## config.mk

```make
export PLATFORM = sky130hd
export DESIGN_NAME = cache_mesi_array
export DESIGN_NICKNAME = d
export VERILOG_FILES = /design/src/rtl/cache_mesi_array.sv
export SDC_FILE = /design/constraint.sdc
export NUM_CORES = 1
export LEC_CHECK = 0
export BUFFER_PORTS_ARGS = -buffer_cell sky130_fd_sc_hd__buf_2
export CORE_UTILIZATION = 60
export DETAILED_ROUTE_END_ITERATION = 7
export GPL_TIMING_DRIVEN = 1
export HOLD_SLACK_MARGIN = 0.08
export PLACE_DENSITY = 0.79
export SKIP_LAST_GASP = 1
export SLEW_MARGIN = 30
export SYNTH_ARGS = -nofsm -noshare
export SYNTH_HDL_FRONTEND = slang
export SYNTH_SLANG_ARGS = --single-unit
```

## constraint.sdc

```tcl
create_clock -name clk -period 3.2 [get_ports clk]
set_input_delay 0.48 -clock clk [delete_from_list [all_inputs] [get_ports clk]]
set_output_delay 0.48 -clock clk [all_outputs]
set_load 0.03 [all_outputs]
```

## src/rtl/cache_mesi_array.sv

```systemverilog
// cache_mesi_array: per-set MESI/MOESI coherence state tracker for a direct-mapped L1
//
// Tracks one coherence state per set. Processor requests are serialised into
// bus commands through a req/grant handshake. Snooped bus commands update
// the addressed set in the same clock.
//
// Optional feature macro: MESI_OWNED_EN (MOESI). When it is defined, a snooped
// BusRd moves M to O instead of S, and O then serves read hits and upgrades.
//
// Ports
//   clk               clock
//   rstb              asynchronous, active-low reset
//   i_pr_valid        processor request valid
//   i_pr_wr           1=write, 0=read
//   i_pr_idx          processor set index
//   o_pr_ready        idle; request accepted on i_pr_valid & o_pr_ready
//   o_pr_done         one-cycle completion pulse
//   o_bus_req_valid   bus command pending, held until granted
//   o_bus_req_cmd     01=BusRd 10=BusRdX 11=BusUpgr, 00 when idle
//   o_bus_req_idx     index of the pending command
//   i_bus_grant       arbiter grant
//   i_c_in            shared line from other caches, sampled on the grant edge
//   i_snp_valid       snooped command valid
//   i_snp_cmd         snooped command, same encoding as o_bus_req_cmd
//   i_snp_idx         snooped set index
//   o_snp_flush       line was dirty (M/O) when snooped
//   o_snp_shared      line was valid when snooped
module cache_mesi_array #(
  parameter int NUM_SETS = 16,
  parameter int IDX_W    = $clog2(NUM_SETS)
) (
  input  logic             clk,
  input  logic             rstb,
  input  logic             i_pr_valid,
  input  logic             i_pr_wr,
  input  logic [IDX_W-1:0] i_pr_idx,
  output logic             o_pr_ready,
  output logic             o_pr_done,
  output logic             o_bus_req_valid,
  output logic [1:0]       o_bus_req_cmd,
  output logic [IDX_W-1:0] o_bus_req_idx,
  input  logic             i_bus_grant,
  input  logic             i_c_in,
  input  logic             i_snp_valid,
  input  logic [1:0]       i_snp_cmd,
  input  logic [IDX_W-1:0] i_snp_idx,
  output logic             o_snp_flush,
  output logic             o_snp_shared
);
  localparam logic [2:0] ST_I = 3'b000;
  localparam logic [2:0] ST_S = 3'b001;
  localparam logic [2:0] ST_E = 3'b010;
  localparam logic [2:0] ST_M = 3'b011;
  localparam logic [2:0] ST_O = 3'b100;
  localparam logic [1:0] CMD_NONE = 2'b00;
  localparam logic [1:0] CMD_RD   = 2'b01;
  localparam logic [1:0] CMD_RDX  = 2'b10;
  localparam logic [1:0] CMD_UPGR = 2'b11;
`ifdef MESI_OWNED_EN
  localparam logic [2:0] M_ON_BUSRD = ST_O;
`else
  localparam logic [2:0] M_ON_BUSRD = ST_S;
`endif
  typedef enum logic {IDLE, WAIT_GNT} state_t;
  state_t           r_state;
  logic [2:0]       r_line [NUM_SETS];
  logic [1:0]       r_req_cmd;
  logic [IDX_W-1:0] r_req_idx;
  logic             r_done;
  logic             r_flush;
  logic             r_shared;
  logic [2:0]       w_line_next [NUM_SETS];
  logic             w_snp_hit;
  logic [2:0]       w_snp_old;
  logic [2:0]       w_snp_new;
  logic             w_acc;
  logic [2:0]       w_pr_cur;
  logic [1:0]       w_pr_cmd;
  logic [2:0]       w_pr_new;
  logic             w_grant;
  logic             w_upgr_lost;
  // A snoop with command 00 is a no-op, so it does not count as a hit.
  assign w_snp_hit = i_snp_valid && i_snp_cmd != CMD_NONE;
  assign w_snp_old = r_line[i_snp_idx];
  // O keeps O on BusRd; S and I are unchanged by BusRd.
  assign w_snp_new = i_snp_cmd != CMD_RD ? ST_I :
                     w_snp_old == ST_E   ? ST_S :
                     w_snp_old == ST_M   ? M_ON_BUSRD : w_snp_old;
  assign w_acc = i_pr_valid && r_state == IDLE;
  // The processor decision sees the line after a same-edge snoop.
  assign w_pr_cur = (w_snp_hit && i_snp_idx == i_pr_idx) ? w_snp_new : r_line[i_pr_idx];
  assign w_pr_cmd = !i_pr_wr ? (w_pr_cur == ST_I ? CMD_RD : CMD_NONE) :
                    w_pr_cur == ST_I ? CMD_RDX :
                    (w_pr_cur == ST_S || w_pr_cur == ST_O) ? CMD_UPGR : CMD_NONE;
  assign w_pr_new = i_pr_wr ? ST_M : w_pr_cur;
  assign w_grant = r_state == WAIT_GNT && i_bus_grant;
  // Losing the line while an upgrade waits means the data must be refetched.
  assign w_upgr_lost = r_state == WAIT_GNT && !i_bus_grant && w_snp_hit &&
                       i_snp_idx == r_req_idx && w_snp_new == ST_I && r_req_cmd == CMD_UPGR;
  always_comb begin
    w_line_next = r_line;
    if (w_snp_hit) w_line_next[i_snp_idx] = w_snp_new;
    if (w_grant) w_line_next[r_req_idx] = r_req_cmd == CMD_RD ? (i_c_in ? ST_S : ST_E) : ST_M;
    if (w_acc && w_pr_cmd == CMD_NONE) w_line_next[i_pr_idx] = w_pr_new;
  end
  always_ff @(posedge clk or negedge rstb) begin
    if (!rstb) begin
      r_state   <= IDLE;
      r_line    <= '{default: ST_I};
      r_req_cmd <= CMD_NONE;
      r_req_idx <= '0;
      r_done    <= 1'b0;
      r_flush   <= 1'b0;
      r_shared  <= 1'b0;
    end else begin
      r_line   <= w_line_next;
      r_flush  <= w_snp_hit && (w_snp_old == ST_M || w_snp_old == ST_O);
      r_shared <= w_snp_hit && w_snp_old != ST_I;
      r_done   <= w_grant || (w_acc && w_pr_cmd == CMD_NONE);
      if (w_acc && w_pr_cmd != CMD_NONE) begin
        r_state   <= WAIT_GNT;
        r_req_cmd <= w_pr_cmd;
        r_req_idx <= i_pr_idx;
      end else if (w_grant) begin
        r_state   <= IDLE;
        r_req_cmd <= CMD_NONE;
        r_req_idx <= '0;
      end else if (w_upgr_lost) begin
        r_req_cmd <= CMD_RDX;
      end
    end
  end
  assign o_pr_ready      = r_state == IDLE;
  assign o_pr_done       = r_done;
  assign o_bus_req_valid = r_state == WAIT_GNT;
  assign o_bus_req_cmd   = r_req_cmd;
  assign o_bus_req_idx   = r_req_idx;
  assign o_snp_flush     = r_flush;
  assign o_snp_shared    = r_shared;
endmodule

```

==> key figures <==
Outcome
  • Status: completed

Floorplanning
  • Die height: 90.1 um
  • Total die area: 0.00812 mm2
  • Cell Rows: 31
  • Initial core utilization: 63.2%
  • Ports: 28
  • Die X: 90.1 um
  • Core area: 0.00737 mm2

Clock tree
  • Sink Count: 58
  • CTS H-tree lvls: 3
  • Hold Buf Count CTS: 0
  • Clock tree root buffer cell: clkbuf_8
  • CTS tree: built
  • CTS buffer count: 9
  • Skew-Pair Late Insertion Delay: 0.36 ns
  • Clk slew on worst S/H paths: 0.07 ns
  • Clock Tree Buf Depth: 2

Critical path
  • Crit path kind: in2reg
  • Arr. time, crit path: 3.40 ns
  • Largest fanout on the critical path: 11
  • CP startpoint kind: primary input
  • WP data required: 3.43 ns
  • Crit. End Element: flop

Synth
  • Syn Area/Cell: 10.2 um2
  • Seq cells post-synth: 58
  • Unique masters post-synth: 54
  • Synth async-reset ratio: 100%
  • Post-Syn Area: 0.00466 mm2
  • Seq/Total Area, Yosys: 31.1%
  • EDFF count, synth: 0
  • Top FF cell, synth: dfrtp_1
  • Number of synthesis warnings: 0
  • Post-Syn Nets: 475
  • Post-Syn Instances: 458

Routing
  • Final ANT Viol Nets: 0
  • Drt total wl: 16.0 mm
  • Via-to-Cell Ratio: 6.83
  • Drt pass-1 iters: 6
  • Drt initial violations: 556
  • Wire length per cell: 25.1 um
  • Drt drc: 0
  • Vias: 4349

Cells and area
  • Fraction of layout cells with a size suffix above 1: 35.3%
  • Ant diodes: 0
  • Final instance area: 0.00551 mm2
  • Commonest non-fill, non-tap cells in the layout: buf_4 (71), nand2_1 (69), mux2i_1 (65)
  • Most common cell after layout, fill and taps aside: buf_4
  • Finished Core Util: 74.7%
  • Layout Nets: 551
  • Area Growth Syn to Fin: 18.2%

Job
  • MaxCap Viol Count: 0

Placement
  • DP Area: 0.00530 mm2
  • Dpl ws: -0.313 ns
  • Final RePlAce weighted congestion: 1.04
  • IO buf count: 27
  • Post-DP HPWL: 11.7 mm

Hold path
  • Hold crit path type: in2async

Global route
  • GRT Residual Overflow: 0
  • Overall Global Routing Usage: 41.6%
  • Largest net degree at the start of global routing: 45
  • Initial antenna violation count: 0
  • Vias in the first global route: 4547
  • First-pass GRT wire length: 25.1 mm

STA
  • Worst slew pin tran: 0.965 ns
  • Fin crit period: 3.17 ns
  • Slew HR: 35.5%
  • Total negative slack: 0 ns
  • Hold Violations, Final: 0
  • Fmax: 316 MHz
  • Final worst-path cycle share: 99.0%
  • Slew Limit Fails: 0
  • Setup-failing EPs final: 0
  • Worst setup margin: 0.0307 ns
  • Final Skew: 0.00992 ns
  • RSZ-0062 raised after global routing: true

Power
  • Pint: 2.46 mW
  • Switch share: 43.8%
  • Leakage power total: 2.26 nW
  • Logic pwr share: 52.2%
  • Clock power share: 15.9%
  • Pwr dens: 794 mW/mm2
  • Worst VDD drop: 350 uV
  • Psw: 1.92 mW
  • Sequential Power Share: 32.0%
-- registers in the layout, summed over array words and instances (netlist names) --
| signal | cells |
|---|---|
| o_bus_req_cmd | 2 |
| o_bus_req_idx | 4 |
| o_bus_req_valid | 1 |
| o_pr_done | 1 |
| o_snp_flush | 1 |
| o_snp_shared | 1 |
| r_line | 48 |
-- power by group through the flow --
stage | Sequential [mW] | Clock [mW] | Combinational, mW
detailed placement | 1.38 | 0 | 2.22
floorplan | 1.32 | 0 | 1.40
finish | 1.40 | 0.694 | 2.28
global placement | 1.37 | 0 | 2.14
CTS | 1.37 | 0.701 | 2.23
global route | 1.42 | 0.726 | 2.42
-- area by class of cell --
class | instances | area [um2]
repair buffers | 99 | 703
flip-flops and latches | 58 | 1450
inverters | 7 | 26.3
clock buffers | 9 | 124
clock inverters | 6 | 68.8
multi-input cells | 359 | 3010
fillers | 547 | 1860
well taps | 99 | 124
-- worst paths after layout --
kind | from | end | slack, ns | cells after the start
setup reg to reg | r_line[25]$_DFF_PN0_ | r_line[26]$_DFF_PN0_ | 0.06 | 9
hold reg to reg | o_bus_req_cmd[0]$_DFFE_PN0P_ | o_bus_req_cmd[0]$_DFFE_PN0P_ | 0.60 | 2
setup / recovery | i_pr_idx[0] | r_line[26]$_DFF_PN0_ | 0.03 | 10
hold / removal | rstb | r_line[42]$_DFF_PN0_ | 0.13 | 1
min in group clk | i_bus_grant | o_bus_req_valid$_DFFE_PN0P_ | 0.38 | 2
max in group asynchronous | rstb | r_line[26]$_DFF_PN0_ | 2.41 | 2
-- metrics by stage --
stage / cells / power [mW] / hold WS (ns)
2_1_floorplan: 458 / 2.73 / 0.184
3_3_place_gp: 621 / 3.51 / 0.574
3_5_place_dp: 621 / 3.60 / 0.526
4_1_cts: 636 / 4.30 / 0.140
5_1_grt: 637 / 4.56 / 0.176
6_report: 637 / 4.37 / 0.130
-- timing repair --
item                                    in CTS  in global routing
resized for setup                            0                  1
endpoints found under the setup margin       0                 17
buffers inserted                             0                  1
-- synthesized netlist by cell type, types with 6 or more instances --
| cell type | number | share of area, % |
|---|---|---|
| inv_1 | 6 | 0.48 |
| o21ai_0 | 7 | 0.75 |
| nor3_1 | 16 | 1.7 |
| nor4_2 | 9 | 2.4 |
| o22ai_1 | 6 | 0.81 |
| nand2_1 | 69 | 5.6 |
| nor4_1 | 6 | 0.81 |
| o311ai_0 | 6 | 1.1 |
| clkbuf_1 | 21 | 1.7 |
| mux2_2 | 29 | 7.0 |
| mux2i_1 | 65 | 14 |
| o31ai_1 | 11 | 1.8 |
| mux4_2 | 26 | 13 |
| nor2_1 | 26 | 2.1 |
| dfrtp_1 | 58 | 31 |
| nand2b_1 | 7 | 0.94 |
| a21oi_1 | 16 | 1.7 |
| nand3_1 | 9 | 0.97 |
-- layer usage --
| layer | vias to the layer above | part of all wire, % | global-route usage, % |
|---|---|---|---|
| met2 | 276 | 46 | 64.4 |
| li1 | 1883 | - | - |
| met4 | 0 | 4.6 | 21.4 |
| met5 | - | 0 | 0 |
| met1 | 2127 | 40 | 54.0 |
| met3 | 63 | 10 | 10.5 |
-- kinds of logic after synthesis --
| group | synth area share (%) |
|---|---|
| simple gates | 17.7 |
| mux | 34.3 |
| compound gates | 10.8 |
| flops | 31.1 |
| buf+inv | 4.43 |
| xor+xnor | 1.50 |
-- critical path, cell delays in order --
cell	delay [ns]
buf_2	0.11
buf_12	0.15
buf_4	0.13
mux4_2	0.48
mux4_2	0.47
mux2_2	0.31
a311oi_4	0.69
buf_4	0.23
nor3_2	0.05
mux2_1	0.31
No activity file was read; power rests on OpenSTA's default activity.
